File: config.mk
export PLATFORM = sky130hd
export DESIGN_NAME = pc_sequencer
export DESIGN_NICKNAME = d
export VERILOG_FILES = /design/src/rtl/pc_sequencer_pkg.sv /design/src/rtl/pc_sequencer_branch_lut.sv /design/src/rtl/pc_sequencer.sv
export SDC_FILE = /design/constraint.sdc
export NUM_CORES = 1
export LEC_CHECK = 0
export ABC_AREA = 1
export CAP_MARGIN = 0
export CORE_MARGIN = 4
export CORE_UTILIZATION = 41
export CTS_BUF_LIST = sky130_fd_sc_hd__clkbuf_16
export CTS_CLUSTER_DIAMETER = 30
export DETAILED_ROUTE_END_ITERATION = 16
export HOLD_SLACK_MARGIN = 0.08
export PLACE_DENSITY = 0.73
export REMOVE_ABC_BUFFERS = 1
export SYNTH_ARGS = -nofsm -noshare
export SYNTH_HDL_FRONTEND = slang
export SYNTH_SLANG_ARGS = --single-unit
File: constraint.sdc
create_clock -name Clk -period 2.3 [get_ports Clk]
set_clock_uncertainty 0.15 [all_clocks]
set_input_delay 0.345 -clock Clk [delete_from_list [all_inputs] [get_ports Clk]]
set_output_delay 0.345 -clock Clk [all_outputs]
set_load 0.05 [all_outputs]
File: src/rtl/pc_sequencer_pkg.sv
// Core-wide definitions shared by the fetch sequencer and the branch-target table.
// Sequencer states and default geometry of the PC and the branch table.
package pc_sequencer_pkg;

  localparam int PCW_DEFAULT  = 10;
  localparam int LUTA_DEFAULT = 2;
  localparam int LUT_DEPTH    = 1 << LUTA_DEFAULT;

  typedef enum logic [1:0] {
    IDLE = 2'd0,
    RUN  = 2'd1,
    DONE = 2'd2
  } seq_state_t;

endpackage

File: src/rtl/pc_sequencer_branch_lut.sv
// Branch-target table: 2^LUTA entries of absolute PCs, one synchronous write port,
// one combinational read port, cleared by the asynchronous active-low reset.
module branch_lut
  import pc_sequencer_pkg::*;
#(
  parameter int PCW  = PCW_DEFAULT,
  parameter int LUTA = LUTA_DEFAULT
) (
  input  logic            Clk,
  input  logic            Reset,
  input  logic            we,
  input  logic [LUTA-1:0] waddr,
  input  logic [PCW-1:0]  wdata,
  input  logic [LUTA-1:0] raddr,
  output logic [PCW-1:0]  rdata
);

  localparam int DEPTH = 1 << LUTA;

  logic [PCW-1:0] entry_reg [DEPTH];
  logic [DEPTH-1:0] wsel;

  genvar gi;
  generate
    for (gi = 0; gi < DEPTH; gi++) begin : g_wsel
      assign wsel[gi] = we && (waddr == LUTA'(gi));
    end
  endgenerate

  always_ff @(posedge Clk or negedge Reset) begin
    if (!Reset) begin
      for (int i = 0; i < DEPTH; i++) begin
        entry_reg[i] <= '0;
      end
    end else begin
      for (int i = 0; i < DEPTH; i++) begin
        if (wsel[i]) begin
          entry_reg[i] <= wdata;
        end
      end
    end
  end

  // Read sees the stored value, so a same-cycle write is only visible next cycle.
  assign rdata = entry_reg[raddr];

endmodule

File: src/rtl/pc_sequencer.sv
// Program counter and fetch sequencer: IDLE/RUN/DONE handshake with the harness,
// PC advance, stall hold, table-driven branch redirect and end-of-program stop.
module pc_sequencer
  import pc_sequencer_pkg::*;
#(
  parameter int PCW  = PCW_DEFAULT,
  parameter int LUTA = LUTA_DEFAULT
) (
  input  logic            Clk,
  input  logic            Reset,
  input  logic            Start,
  input  logic            Branch,
  input  logic [LUTA-1:0] How_high,
  input  logic            Cond,
  input  logic            Halt,
  input  logic            Stall,
  input  logic            Lut_we,
  input  logic [LUTA-1:0] Lut_addr,
  input  logic [PCW-1:0]  Lut_data,
  output logic [PCW-1:0]  PC,
  output logic            Running,
  output logic            Done
);

  localparam logic [PCW-1:0] PC_LAST = '1;

  seq_state_t     state_reg, state_next;
  logic [PCW-1:0] pc_reg, pc_next;
  logic [PCW-1:0] target;
  logic           taken;

  branch_lut #(
    .PCW  (PCW),
    .LUTA (LUTA)
  ) u_branch_lut (
    .Clk   (Clk),
    .Reset (Reset),
    .we    (Lut_we),
    .waddr (Lut_addr),
    .wdata (Lut_data),
    .raddr (How_high),
    .rdata (target)
  );

  assign taken = Branch && Cond;

  always_ff @(posedge Clk or negedge Reset) begin
    if (!Reset) begin
      state_reg <= IDLE;
      pc_reg    <= '0;
    end else begin
      state_reg <= state_next;
      pc_reg    <= pc_next;
    end
  end

  always_comb begin
    state_next = state_reg;
    pc_next    = pc_reg;
    case (state_reg)
      IDLE: begin
        pc_next = '0;
        if (Start) begin
          state_next = RUN;
        end
      end
      RUN: begin
        // Halt outranks stall and branch; the top address stops instead of wrapping.
        if (Halt) begin
          state_next = DONE;
        end else if (Stall) begin
          pc_next = pc_reg;
        end else if (taken) begin
          pc_next = target;
        end else if (pc_reg == PC_LAST) begin
          state_next = DONE;
        end else begin
          pc_next = pc_reg + PCW'(1);
        end
      end
      DONE: begin
        if (Start) begin
          state_next = RUN;
          pc_next    = '0;
        end
      end
      default: begin
        state_next = IDLE;
        pc_next    = '0;
      end
    endcase
  end

  assign PC      = pc_reg;
  assign Running = (state_reg == RUN);
  assign Done    = (state_reg == DONE);

endmodule

# Word level (Yosys, flattened, before mapping)
# Index checks and enable logic that the tools add are counted.
[totals]
regBits = 52
in_bits = 22
output_inout_bits = 12
elab_cells = 48
[classes]
addsub = 1
order_cmp = 1
eq_ne = 14
n_mux = 15
bitwise = 1
reduce_logical = 10
[ops]
columns = ["operator", "n"]
rows = [
  ["$mux 10", 7],
  ["$bmux 10 s2", 1],
  ["$pmux 10 s2", 1],
  ["$add 10x1->10 const B", 1],
  ["$eq 10x10->1 const B", 1],
  ["$mux 2", 5],
  ["$ne 3x3->1 const B", 3],
  ["$reduce_and 4->1", 2],
  ["$eq 2x2->1 const B", 3],
  ["$ne 2x2->1 const B", 3],
  ["$logic_and 1x1->1", 5],
  ["$eq 2x1->1 const B", 2],
  ["$logic_not 2->1", 2],
  ["$pmux 2 s2", 1],
  ["$ge 3x3->1 const B", 1],
  ["$ne 3x2->1 const B", 1],
  ["$not 2->3", 1],
  ["$ne 2x1->1 const B", 1],
  ["$reduce_or 2->1", 1],
]

# Depth between registers and ports, before layout
# Gate-level depths: netlist (run 1).
[depth]
ltp_word = 8
depth_mapped = 10
ltp_nobuf = 10

# By module
# A second synthesis (run 1) with hierarchy kept.
[unflattened]
hier_cells = 436
hier_area_um2 = 2962.8
[by_module_without_submodules]
columns = ["mod", "n_inst", "cells_per_inst", "area_per_inst_um2", "seq_area_each_um2"]
rows = [
  ["branch_lut", 1, 295, 2093.3, 1001.0],
  ["pc_sequencer", 1, 141, 869.6, 300.3],
]

# Least setup slack after synthesis (run 1)
# Ideal clock, no wire load.
[synth_timing]
path_kind = "register -> register"
from = "register state_reg[0]"
to = "register pc_reg[1] (netlist: PC[1])"
setup_time_ns = 0.083
t_arrival_ns = 1.725
required_ns = 2.067
slack_ns = 0.343
path_stages_with_launch = 9
n_path_buf = 1
period_less_slack_ns = 1.957
cell_sequence = "dfrtp_1 -> nor2_1 -> nand2_1 -> o21ai_0 -> inv_1 -> nand3_4 -> buf_8 -> nand2_1 -> o21ai_0"
[synth_between]
elab_chain_cells = 3
word_cells_on_any_way = 8
cone_classes = "6 x eq/ne; 1 x mux; 1 x reduce/logical"
[synth_rtl]
columns = ["item", "line_no", "source"]
rows = [
  ["start, declared", "pc_sequencer.sv:27", "seq_state_t state_reg, state_next;"],
  ["start signal, assigned", "pc_sequencer.sv:52", "state_reg <= state_next;"],
  ["$eq 2x2->1 (*)", "n/a", ""],
  ["named net Done", "pc_sequencer.sv:22", "output logic Done"],
  ["$ne 2x2->1 (no source line)", "n/a", ""],
  ["$reduce_and 4->1 (no source line)", "n/a", ""],
  ["end signal, assigned", "pc_sequencer.sv:53", "pc_reg <= pc_next;"],
  ["end, declared", "pc_sequencer.sv:28", "logic [PCW-1:0] pc_reg, pc_next;"],
]
# Mark *: on every way through the listed nets, which the timed path passes. The rest lies on a longest branch.
# A chain may end at the register's enable or synchronous reset.

# Worst setup path after layout (run 1)
[layout_timing]
from = "register state_reg[0]"
to = "output Done"
[layout_between]
elab_chain_cells = 1
[layout_rtl]
columns = ["item", "line_no", "source"]
rows = [
  ["$eq 2x2->1", "pc_sequencer.sv:96", "assign Done = (state_reg == DONE);"],
  ["end, declared", "pc_sequencer.sv:22", ""],
]
# No other way between the ends.

==> results of run 1 <==
cell families (layout without fill, tap and decap cells):
group	after synthesis	after routing	synth area share, %
flops	52	52	48.9
compound gates	66	66	12.6
simple gates	198	198	30.7
buf+inv	48	84	7.38
fa+ha+maj	1	1	0.470
what timing repair did:
| item | CTS | global route |
|---|---|---|
| hold endpoints to repair | 26 | 0 |
| hold buffers | 1 | 0 |
| endpoints found under the setup margin | 0 | 0 |
final cells by class:
cell class,count,area share [%]
repair buffers,42,12.5
clock buffers,5,3.86
flip-flops and latches,52,40.1
well taps,77,2.97
clock inverters,3,0.733
multi-input cells,265,35.9
inverters,34,3.94
report_power, final:
part           switching, uW  internal (uW)
Sequential               148           1090
Clock                    338            405
Combinational            613            321
stage by stage:
| step | area [um^2] | setup slack, ps | hold slack [ps] |
|---|---|---|---|
| 6_report | 3240 | 169 | 333 |
| 5_1_grt | 3240 | 69.2 | 364 |
| 4_1_cts | 3240 | 157 | 335 |
| 3_5_place_dp | 3080 | 189 | 251 |
| 3_3_place_gp | 3080 | 167 | 240 |
| 2_1_floorplan | 2590 | 302 | -101 |
worst min-delay path by stage:
stage / from / to / slack [ps]
floorplan: Reset / PC[0] / -100
global placement: Reset / state_reg[1] / 240
detailed placement: Reset / state_reg[1] / 250
CTS: u_branch_lut.entry_reg[6] / u_branch_lut.entry_reg[6] / 330
global route: u_branch_lut.entry_reg[5] / u_branch_lut.entry_reg[5] / 360
finish: u_branch_lut.entry_reg[5] / u_branch_lut.entry_reg[5] / 330
per-layer routing:
layer | vias to the layer above | track usage, % | wire (um)
met5 | - | 0 | 0
met1 | 1081 | 23.5 | 3000
met4 | 0 | 4.53 | 40
met2 | 61 | 28.7 | 2930
met3 | 4 | 3.17 | 306
li1 | 1222 | - | -
tightest hold or removal path, delay by kind of cell, from the launching register on:
family	cells	cell delay, ps
AND/OR/NAND/NOR	1	50
AO/OA/AOI/OAI	1	60
flip-flops	1	340
cells in the mapped netlist:
master	count	area [um^2]
inv_2	2	7.51
ha_1	1	12.5
clkbuf_1	9	33.8
nor3_1	2	10.0
nand3_4	1	17.5
inv_1	31	116
o21ai_0	56	280
or2_2	4	25.0
buf_2	4	20.0
a21oi_1	6	30.0
nor2_2	2	12.5
nand4_1	1	6.26
clkinv_1	1	3.75
dfrtp_1	52	1300
o21ai_1	2	10.0
buf_8	1	15.0
nor2_1	40	150
nand3_1	25	125
o21bai_1	2	15.0
nand2_1	120	450
nand2_2	3	18.8
==> metrics, run 1 <==
status finished clean; PD cells 899 nW/um^2; DRT iter0 DRCs 156; initial core utilization 42.2%; HPWL after DPL 4.40 mm; crit path DAT 1640 ps; RSZ-0062 raised after global routing false; count of final setup violators 0; crit-path max cell delay 820 ps; die height 88.6 um; routed vias 2368; synthesis-stage register bit count 52; final number of hold-violating endpoints 0; slowest CP cell clkdlybuf4s50_1; post-DR wirelength/cell 13.1 um; PostCTS Resize Cnt 0; Clock Path Buffers 2; first-pass GRT wire length 10.7 mm; CP max FO 3; CP startpoint state_reg[0]; clock buffer count from CTS 5; most frequent cells in the layout nand2_1, o21ai_0, dfrtp_1; VDD IR max 626 uV; layout net count 423; Max Slew Vio Count 0; CP endpoint kind primary output; synthesized area per cell 7.29 um^2; die area 7840 um^2; die width 88.6 um; CP endpoint Done; Remaining DRCs 0; Clk pin slew, worst setup/hold paths 70 ps; Final Cycle Share 92.7%; FF-to-FF setup slack 490 ps; instance count on the critical path 2; clock sinks 52; largest net degree at the start of global routing 28; Setup TNS 0 ps; Placed Cells 469; WP buf/inv 1; port bufs 33; Setup CP Type register to primary output; post-synthesis sequential area ratio 48.9%; worst flop-to-flop path startpoint PC[0]; worst skew pair latency 290 ps; worst hold path depth 2; most common cell after layout, fill and taps aside nand2_1; multi-input logic area 1160 um^2; Crit path max-delay family buffers and inverters; slew at the pin with the worst max-slew slack 634 ps; Max-Cap Viols 0; FF-to-FF path depth 10; Vias per Instance 4.95; Non-Filler Instances 478; Final Power 2910 uW; final wirelength 6.27 mm; Syn Inst Count 365; Antenna Nets Post-Route 0; worst-path cell chain nor2_1 > clkdlybuf4s50_1; Slew HR 57.8%; gr usage total 17.3%; yosys warns 0; # diodes 0; post-layout util 51.4%; Max Freq 469 MHz; Setup Buffers After CTS 0; max reg flops 40; Core Box Area 6310 um^2; initial antenna violation count 0; CTS Root Cell clkbuf_16; # fillers 640; Layout area overhead 21.9%; Pleak 0.00157 uW; GP Congestion 0.832; CTS H-Tree Depth 2; Setup crit start kind register; vias in the first global route 2281; worst min-delay path class register to register; Yosys cell types 21; register area 1300 um^2; post-layout minimum cycle time 2130 ps; I/O Pins 34; grt ovf 0; Mapped Area 2660 um^2; site row count 29; router iterations before antenna repair 5; CTS tree done; fraction of layout cells with a size suffix above 1 7.48%; Reg-to-Reg End PC[5]; CP required 1800 ps
No activity file was read; power rests on OpenSTA's default activity.
==> run 2: changes to the inputs <==
ABC_CLOCK_PERIOD_IN_PS = 2300   (was default)
CAP_MARGIN = 10   (was 0)
==> results of run 2 <==
Final layout, timing and power as in run 1 (identical DEF).
==> run 3: changes to the inputs <==
CTS_BUF_LIST = default   (was sky130_fd_sc_hd__clkbuf_16)
MAX_ROUTING_LAYER = met4   (was default)
PLACE_DENSITY = default   (was 0.73)
PLACE_DENSITY_LB_ADDON = 0.25   (was default)
==> run 3 against run 2 <==
Cell count fell by 0.21%. Die area did not move. Combinational power fell by 0.4%. Clock power fell by 3.4%. Largest cell class unchanged.
==> metrics, run 3 (synthesis results as in run 1) <==
vias in the first global route 2244; final number of hold-violating endpoints 0; CP required 1800 ps; Antenna Nets Post-Route 0; DRT iter0 DRCs 183; post-DR wirelength/cell 12.7 um; Layout area overhead 21.1%; pre-CTS setup slack 261 ps; HPWL after DPL 4.32 mm; CP max FO 3; Final Cycle Share 93.8%; Vias per Instance 5.00; sw frac 36.1%; Slew HR 66.8%; met2 WL 2.79 mm; worst setup margin 143 ps; largest net degree at the start of global routing 35; die height 88.6 um; Setup CP Type register to primary output; PD cells 893 nW/um^2; # fillers 649; CP endpoint kind primary output; grt ovf 0; Highest Signal Layer met4; most common cell after layout, fill and taps aside nand2_1; gr usage total 17.7%; CP startpoint state_reg[0]; initial antenna violation count 0; Hold Startpoint u_branch_lut.entry_reg[25]; # diodes 0; Comb power frac 32.3%; site row count 29; WL met3 307 um; I/O Pins 34; routed vias 2383; fraction of layout cells with a size suffix above 1 7.25%; final wirelength 6.08 mm; Remaining DRCs 0; Seq pwr share 42.8%; Hold EP u_branch_lut.entry_reg[25]; FF-to-FF setup slack 530 ps; first-pass GRT wire length 10.5 mm; VDD IR max 477 uV; count of final setup violators 0; switching power 1040 uW; RSZ-0062 raised after global routing false; Clock Path Buffers 2; worst skew pair latency 300 ps; Reg-to-Reg End PC[5]; FF-to-FF path depth 10; Max Freq 464 MHz; clock buffer count from CTS 5; worst min-delay path class register to register; max reg flops 40; Pleak 0.00156 uW; router iterations before antenna repair 4; GP Congestion 0.855; Setup crit start kind register; post-layout util 51.1%; crit path DAT 1660 ps; clock sinks 52; Clk pin slew, worst setup/hold paths 90 ps; layout net count 423; slew at the pin with the worst max-slew slack 497 ps; CTS tree done; initial core utilization 42.2%; status finished clean; Clk pwr share 25.0%; Post-Route M1 WL 2.92 mm; port bufs 33; post-layout minimum cycle time 2160 ps; CTS H-Tree Depth 2; die area 7840 um^2; worst hold path depth 2; Max-Cap Viols 0; worst flop-to-flop path startpoint PC[0]; most frequent cells in the layout nand2_1, o21ai_0, dfrtp_1; Internal 1840 uW; die width 88.6 um; Max Slew Vio Count 0; CTS Root Cell clkbuf_8; Setup TNS 0 ps; Core Box Area 6310 um^2
run 3: cell count changes in the layout (fill, tap and decap cells not counted), sizes merged:
cell	previous run	this run
clkinvlp	2	0
clkinv	2	1
bufinv	0	2
run 3: power by group through the flow:
stage | Sequential (uW) | Clock, uW | Combinational (uW)
2_1_floorplan | 1380 | 0 | 456
3_3_place_gp | 1240 | 0 | 924
3_5_place_dp | 1250 | 0 | 933
4_1_cts | 1230 | 739 | 939
5_1_grt | 1260 | 775 | 1040
6_report | 1230 | 719 | 929
run 3: worst max-delay path by stage:
stage | to | cells past startpoint
after floorplan | PC[4] | 8
after detailed placement | PC[8] | 7
after CTS | Done | 2
final | Done | 2
after global placement | PC[1] | 7
after global routing | Done | 2
run 3: final cells by class:
cell class	count	area [um^2]	area share, %
Clock inverter	2	60.1	1.86
Multi-Input combinational cell	265	1160	36.1
Sequential cell	52	1300	40.4
Inverter	34	128	3.96
Clock buffer	5	68.8	2.14
Timing Repair Buffer	42	405	12.6
Tap cell	77	96.3	2.99
run 3: worst max-delay path: stages, from the launching register on:
cell             delay (ps)
dfrtp_1                 390
nor2_1                  150
clkdlybuf4s50_1         820
run 3: timing repair:
item,4_1_cts,5_1_grt
gates resized for setup,0,0
endpoints found under the setup margin,0,0
buffers inserted,0,0
hold endpoints to repair,18,0
hold buffers,1,0
run 3: routing by layer:
metal	up-vias	global-route usage (%)
met4	0	4.40
met3	7	3.35
met2	59	27.1
li1	1219	-
met1	1098	24.2
met5	-	-
run 3: through the flow:
step,instance area (um^2),total power [uW],cells,hold WS [ps]
2_1_floorplan,2590,1840,351,-101
3_3_place_gp,3080,2170,469,161
3_5_place_dp,3080,2180,469,160
4_1_cts,3220,2910,477,345
5_1_grt,3220,3070,477,365
6_report,3220,2880,477,341
